`src/rtl/rf_wb_arbiter_pkg.sv`:
```
// Shared types and constants for the register-file write-back front end.
// The entry struct matches the default widths; other widths use a local struct.
package rf_wb_arbiter_pkg;

    localparam int WB_DATA_W = 32;
    localparam int WB_ADDR_W = 5;
    localparam int REG_ZERO  = 0;

    typedef struct packed {
        logic [WB_ADDR_W-1:0] addr;
        logic [WB_DATA_W-1:0] data;
    } wb_entry_t;

endpackage

```
`src/rtl/rf_wb_fifo.sv`:
```
// Dual-push, single-pop circular buffer of write-back entries.
// Entries are presented in age order: index 0 is the head (oldest).
module rf_wb_fifo
    import rf_wb_arbiter_pkg::*;
#(
    parameter int  DEPTH   = 4,
    parameter type entry_t = wb_entry_t,
    localparam int CNT_W   = $clog2(DEPTH) + 1
) (
    input  logic             clk,
    input  logic             rst_n,
    input  logic             push0,
    input  entry_t           push0_entry,
    input  logic             push1,
    input  entry_t           push1_entry,
    input  logic             pop,
    output logic [CNT_W-1:0] count,
    output entry_t           entries [DEPTH],
    output logic [DEPTH-1:0] valids
);

    localparam int PTR_W = $clog2(DEPTH);

    logic [PTR_W-1:0] wr_ptr;
    logic [PTR_W-1:0] rd_ptr;
    logic [PTR_W-1:0] wr_ptr_nx;
    logic [1:0]       n_push;
    entry_t           mem [DEPTH];

    assign n_push    = {1'b0, push0} + {1'b0, push1};
    assign wr_ptr_nx = wr_ptr + PTR_W'(1);

    // NOTE: sequential state uses non-blocking assignments so every flop samples pre-edge values.
    always_ff @(posedge clk or negedge rst_n) begin
        if (!rst_n) begin
            wr_ptr <= '0;
            rd_ptr <= '0;
            count  <= '0;
        end else begin
            wr_ptr <= wr_ptr + PTR_W'(n_push);
            rd_ptr <= rd_ptr + PTR_W'(pop);
            count  <= count + CNT_W'(n_push) - CNT_W'(pop);
        end
    end

    // NOTE: storage has no reset; the valid bits derived from count make stale contents invisible.
    always_ff @(posedge clk) begin
        if (push0) mem[wr_ptr] <= push0_entry;
        if (push1) mem[push0 ? wr_ptr_nx : wr_ptr] <= push1_entry;
    end

    for (genvar i = 0; i < DEPTH; i++) begin : g_age
        assign entries[i] = mem[rd_ptr + PTR_W'(i)];
        assign valids[i]  = (CNT_W'(i) < count);
    end

endmodule

```
`src/rtl/rf_wb_arbiter.sv`:
```
// Merges MEM and ALU write-backs into the register file's single write port,
// filtering r0 writes and offering a youngest-first bypass of pending writes.
module rf_wb_arbiter
    import rf_wb_arbiter_pkg::*;
#(
    parameter int  DATA_W = WB_DATA_W,
    parameter int  ADDR_W = WB_ADDR_W,
    parameter int  DEPTH  = 4,
    localparam int CNT_W  = $clog2(DEPTH) + 1
) (
    input  logic              clk,
    input  logic              rst_n,
    input  logic              mem_valid,
    output logic              mem_ready,
    input  logic [ADDR_W-1:0] mem_addr,
    input  logic [DATA_W-1:0] mem_data,
    input  logic              alu_valid,
    output logic              alu_ready,
    input  logic [ADDR_W-1:0] alu_addr,
    input  logic [DATA_W-1:0] alu_data,
    output logic              rf_wen,
    output logic [ADDR_W-1:0] rf_addr_w,
    output logic [DATA_W-1:0] rf_data_w,
    input  logic [ADDR_W-1:0] byp_addr_r1,
    input  logic [ADDR_W-1:0] byp_addr_r2,
    output logic              byp_hit_r1,
    output logic              byp_hit_r2,
    output logic [DATA_W-1:0] byp_data_r1,
    output logic [DATA_W-1:0] byp_data_r2,
    output logic [CNT_W-1:0]  pending_cnt
);

    typedef struct packed {
        logic [ADDR_W-1:0] addr;
        logic [DATA_W-1:0] data;
    } entry_t;

    localparam logic [ADDR_W-1:0] ZERO_ADDR = ADDR_W'(REG_ZERO);

    logic             need_m;
    logic             need_a;
    logic [CNT_W-1:0] free;
    entry_t           entries [DEPTH];
    logic [DEPTH-1:0] valids;

    assign need_m = mem_valid && (mem_addr != ZERO_ADDR);
    assign need_a = alu_valid && (alu_addr != ZERO_ADDR);

    // The pop of this cycle is deliberately not credited, keeping readies off the pop path.
    assign free      = CNT_W'(DEPTH) - pending_cnt;
    assign mem_ready = (free >= CNT_W'(1)) || (mem_addr == ZERO_ADDR);
    assign alu_ready = (free >= CNT_W'(1) + CNT_W'(need_m)) || (alu_addr == ZERO_ADDR);

    rf_wb_fifo #(
        .DEPTH   (DEPTH),
        .entry_t (entry_t)
    ) u_fifo (
        .clk         (clk),
        .rst_n       (rst_n),
        .push0       (need_m && mem_ready),
        .push0_entry ({mem_addr, mem_data}),
        .push1       (need_a && alu_ready),
        .push1_entry ({alu_addr, alu_data}),
        .pop         (rf_wen),
        .count       (pending_cnt),
        .entries     (entries),
        .valids      (valids)
    );

    assign rf_wen    = (pending_cnt != '0);
    assign rf_addr_w = rf_wen ? entries[0].addr : '0;
    assign rf_data_w = rf_wen ? entries[0].data : '0;

    // Oldest-to-youngest scan so the youngest match is the one left standing.
    // NOTE: every output gets a default before the loop, otherwise a latch is inferred.
    always_comb begin
        byp_hit_r1  = 1'b0;
        byp_data_r1 = '0;
        byp_hit_r2  = 1'b0;
        byp_data_r2 = '0;
        for (int i = 0; i < DEPTH; i++) begin
            if (valids[i] && byp_addr_r1 != ZERO_ADDR && entries[i].addr == byp_addr_r1) begin
                byp_hit_r1  = 1'b1;
                byp_data_r1 = entries[i].data;
            end
            if (valids[i] && byp_addr_r2 != ZERO_ADDR && entries[i].addr == byp_addr_r2) begin
                byp_hit_r2  = 1'b1;
                byp_data_r2 = entries[i].data;
            end
        end
    end

endmodule

```
`config.mk`:
```
export PLATFORM = sky130hd
export DESIGN_NAME = rf_wb_arbiter
export DESIGN_NICKNAME = d
export VERILOG_FILES = /design/src/rtl/rf_wb_arbiter_pkg.sv /design/src/rtl/rf_wb_fifo.sv /design/src/rtl/rf_wb_arbiter.sv
export SDC_FILE = /design/constraint.sdc
export NUM_CORES = 1
export LEC_CHECK = 0
export ABC_AREA = 1
export CAP_MARGIN = 40
export CORE_UTILIZATION = 45
export DETAILED_ROUTE_END_ITERATION = 6
export HOLD_SLACK_MARGIN = 0.15
export PLACE_DENSITY = 0.64
export SLEW_MARGIN = 20
export SYNTH_ARGS = -nofsm -noshare
export SYNTH_HDL_FRONTEND = slang
export SYNTH_SLANG_ARGS = --single-unit
```
`constraint.sdc`:
```
create_clock -name clk -period 6.7 [get_ports clk]
set_clock_uncertainty 0.2 [all_clocks]
set_input_delay 1.34 -clock clk [delete_from_list [all_inputs] [get_ports clk]]
set_output_delay 1.34 -clock clk [all_outputs]
set_load 0.02 [all_outputs]
```
# Word level (Yosys, flattened, before mapping)
# Memory sizes are Yosys's and may differ from the RTL's.
# Index checks and enable logic that the tools add are counted.
totals:
  ff_bits: 7
  ramBits: 148
  output_inout_bits: 109
  in_bits: 88
  mem_count: 1
  word_cells: 81
memory_table:
  columns: ["name", "depth", "word_bits", "rd", "rd_clocked_by_memory_dff", "wr", "line_no", "text"]
  rows:
  - ["u_fifo.mem", 4, 37, 4, 0, 2, "rf_wb_fifo.sv:28", "entry_t mem [DEPTH];"]
classes:
  eq_ne: 8
  mux: 23
  n_lt_le_gt_ge: 6
  addsub: 11
  reduce_logical: 29
ops:
  columns: ["operator", "count"]
  rows:
  - ["$mux 32", 9]
  - ["$eq 5x5->1", 8]
  - ["$logic_and 1x1->1", 20]
  - ["$reduce_bool 5->1", 4]
  - ["$mux 1", 12]
  - ["$logic_not 5->1", 2]
  - ["$lt 1x3->1 const A", 2]
  - ["$lt 2x3->1 const A", 2]
  - ["$mux 5", 1]
  - ["$add 2x1->2 const B", 2]
  - ["$add 2x2->2 const B", 2]
  - ["$add 3x2->3", 1]
  - ["$ge 3x1->1 const B", 1]
  - ["$ge 3x2->1", 1]
  - ["$reduce_bool 3->1", 1]
  - ["$sub 3x1->3", 1]
  - ["$sub 3x3->3 const A", 1]
  - ["$add 1x1->2", 1]
  - ["$add 1x1->2 const A", 1]
  - ["$add 2x1->2", 1]
  - ["$add 2x2->2", 1]
  - ["$logic_or 1x1->1", 2]
  - ["$mux 2", 1]

# Longest topological paths before layout
depth:
  word_depth: 9
  depth_mapped: 18
  depth_no_buf: 15

# Hierarchy
# From an unflattened synthesis, not the netlist that was laid out.
hier_totals:
  hier_cells: 2415
  hier_area_um2: 15648.8
modules_own_cells:
  columns: ["mod", "instances", "cells_per_inst", "seq_area_each_um2", "area_per_inst_um2"]
  rows:
  - ["rf_wb_fifo", 1, 1409, 4619.4, 10901.7]
  - ["rf_wb_arbiter", 1, 1006, 0.0, 4747.1]

# Least setup slack after synthesis
# No wires, ideal clock.
synth_path:
  path_kind: "input to register"
  from: "input mem_addr[2]"
  to: "memory u_fifo.mem[0][0] (netlist name), enable pin"
  path_slack_ps: 2518
  setup_ps: 511
  required_ps: 5989
  arrival_ps: 3471
  path_stages: 12
  n_path_buf: 2
  path_cell_list: "nor2_1 > nand3b_1 > nand2_1 > ha_1 > nor2_1 > inv_1 > a211oi_1 > nor2_2 > nand2_1 > buf_2 > buf_2 > nand2_1"
synth_rtl:
  columns: ["element", "line_no", "text"]
  rows:
  - ["from (decl)", "rf_wb_arbiter.sv:15", "input logic [ADDR_W-1:0] mem_addr,"]
  - ["to (decl)", "rf_wb_fifo.sv:28", null]

# Final worst setup path
layout_path:
  from: "input byp_addr_r1[4]"
  to: "output byp_data_r1[20]"
layout_between:
  elab_chain_len: 7
  word_cells_on_any_way: 17
  cone_classes: "eq/ne (4); mux (4); reduce/logical (9)"
layout_lines:
  columns: ["element", "line_no", "text"]
  rows:
  - ["from (decl)", "rf_wb_arbiter.sv:24", "input logic [ADDR_W-1:0] byp_addr_r1,"]
  - ["$reduce_bool 5->1", "rf_wb_arbiter.sv:82", "if (valids[i] && byp_addr_r1 != ZERO_ADDR && entries[i].addr == byp_addr_r1) begin"]
  - ["$logic_and 1x1->1 (2 in series)", "rf_wb_arbiter.sv:82", null]
  - ["$mux 32 (3 in series)", "rf_wb_arbiter.sv:82", null]
  - ["$mux 32 (*)", "rf_wb_arbiter.sv:82", null]
  - ["to (decl)", "rf_wb_arbiter.sv:28", "output logic [DATA_W-1:0] byp_data_r1,"]
# Every way passes the cells marked *; elsewhere a longest branch is shown, timed or not.

==> metrics.csv <==
metric;value;unit
status;complete, no violations;
syn_nets;2516;
final setup fails;0;
IO Port Bufs;196;
first-pass GRT wire length;82.6;mm
fin util;54.2;%
maximum achievable frequency;0.177;GHz
post-synthesis sequential area ratio;31.5;%
clock tree sinks;155;
Slew Limit Fails;0;
Avg Cell Area, Syn;6.08;um2
Crit. End Element;primary output;
die area;33300;um2
share of post-route cells with drive strength above 1;5.95;%
drt initial violations;2052;
Clock transition at path regs;0.06;ns
DIE HEIGHT;183;um
Post-synth ARST share;4.52;%
GRT Total Usage;32.3;%
Place WS;1.05;ns
CTS tree;done;
Post-CTS Setup Bufs;0;
Worst Tran Pin Value;0.857;ns
Skew-Pair Late Insertion Delay;0.42;ns
Mapped Area;14700;um2
synth top area cells;edfxtp_1 30%, nand2_1 25%, nand3_1 9.0%;
# diodes;0;
final wirelength;54.2;mm
H-tree Lvls;4;
Min-Delay Path Class;reg2reg;
Row Count;65;
Avg WL per Cell;18.4;um
Ports;197;
Crit Path Class;in2out;
DR vias;16156;
fillers;3155;
largest net degree at the start of global routing;229;
root buf cell;clkbuf_16;
vias per inst;5.50;
vias in the first global route;13659;
ys flop type;edfxtp_1;
placement-stage cell area;16600;um2
drt pass-1 iters;7;
Setup TNS;0;ns
most common cell in the synthesized netlist;nand2_1;
# resized after CTS;0;
Post-synth top cells;965 x nand2_1, 265 x nand3_1, 244 x nor2_1;
Yosys top cell by area;edfxtp_1;
Synth top area share;30.3;%
total gr overflow;0;
Synth Warn #;0;
Antenna Nets Post-Route;0;
Min Clock Period, post-route;5.66;ns
Tcrit/Tclk final;84.5;%
Worst R2R Path Depth;13;
initial antenna violation count;0;
Worst Path Arrival;4.12;ns
CTS Hold Buffers Added;0;
synthesis-to-layout area growth;17.5;%
clock tree buffer depth;2;
Max FO, Critical Path;18;
routability cong.;0.908;
hold depth;1;
final setup margin;1.04;ns
drt drc;0;
Startpoint Class;input pin;
Detailed Place HPWL;39.1;mm
Fin. Hold Viols;0;
die width;183;um
Syn Inst Count;2413;
RSZ-0062 raised after global routing;no;
CTS Buf Count;17;
final std cell area, no fill;17200;um2
Layout Nets;2594;
initial core utilization;46.2;%
Core Box Area;31800;um2
Netlist cell types;33;
Yosys reg bits;155;
Rel. slew slack;42.2;%
Post-synth EDFFs;148;
Max-cap violations;0;
WP data required;5.16;ns
path summary, 6_finish.rpt:
check / from / to / slack, ns
setup / recovery: byp_addr_r1[4] / byp_data_r1[20] / 1.04
max in group asynchronous: rst_n / u_fifo.rd_ptr[1] / 5.02
hold reg to reg: u_fifo.wr_ptr[0] / u_fifo.wr_ptr[0] / 0.39
min in group asynchronous: rst_n / u_fifo.count[2] / 0.99
setup reg to reg: u_fifo.count[0] / u_fifo.mem[3][11] / 2.69
hold / removal: u_fifo.wr_ptr[0] / u_fifo.wr_ptr[0] / 0.39
critical path, stage by stage:
cell	delay, ns
clkdlybuf4s50_1	0.55
inv_1	0.14
nand3_1	0.17
nand2_1	0.07
inv_1	0.05
nand2_1	0.06
nor2_2	0.13
nand3_2	0.43
buf_12	0.34
nand2_1	0.07
nand3_1	0.06
nand2_1	0.10
nand2_1	0.06
clkdlybuf4s50_1	0.54
layout by cell type (no fill, tap or decap), drive strengths merged, types with 3 or more instances in the layout:
cell type	netlist	routed
nand2	976	976
nor2	279	279
nand3	277	277
o21ai	269	269
clkdlybuf4s50	0	196
inv	176	185
edfxtp	148	148
nand4	65	65
buf	134	40
clkbuf	43	17
ha	14	14
xor2	9	9
dfrtp	7	7
or2	4	4
a21oi	3	3
xnor2	3	3
clkinv	0	3
state kept, by name, summed over array words and instances (netlist names):
signal and cells:
u_fifo.count 3, u_fifo.rd_ptr 2, u_fifo.mem 148, u_fifo.wr_ptr 2
kinds of logic (layout without fill, tap and decap cells):
logic type | after synthesis | after routing | share of synthesized area, %
adders and majority gates | 15 | 15 | 1.33
AOI/OAI and AO/OA | 274 | 274 | 9.45
DFF | 155 | 155 | 31.5
and+or+nand+nor | 1604 | 1604 | 45.8
buffers and inverters | 353 | 444 | 11.2
xor gates and xnor gates | 12 | 12 | 0.716
metal layers:
metal,vias up,GRT usage [%],wire [um]
met5,-,0,0
li1,7927,-,-
met4,0,4.74,367
met3,38,6.92,6810
met1,7187,53.4,26500
met2,1004,42.2,20500
layout make-up:
| cell class | count | area, um2 | share of cell area [%] |
|---|---|---|---|
| multi-input combinational | 1905 | 8450 | 49.0 |
| sequential | 155 | 4630 | 26.8 |
| inverter | 176 | 666 | 3.86 |
| timing repair buffer | 236 | 2350 | 13.7 |
| clock inverter | 15 | 176 | 1.02 |
| tap | 435 | 544 | 3.16 |
| clock buffer | 17 | 425 | 2.47 |
metrics by stage:
step | instances | hold slack [ns]
after global routing | 2939 | 0.404
after floorplan | 2413 | 0.301
after global placement | 2905 | 0.358
after CTS | 2938 | 0.389
after detailed placement | 2906 | 0.375
final | 2939 | 0.387
Power is not shown: default switching activity piles up to over one toggle a cycle in this logic, so the estimate is an artifact.
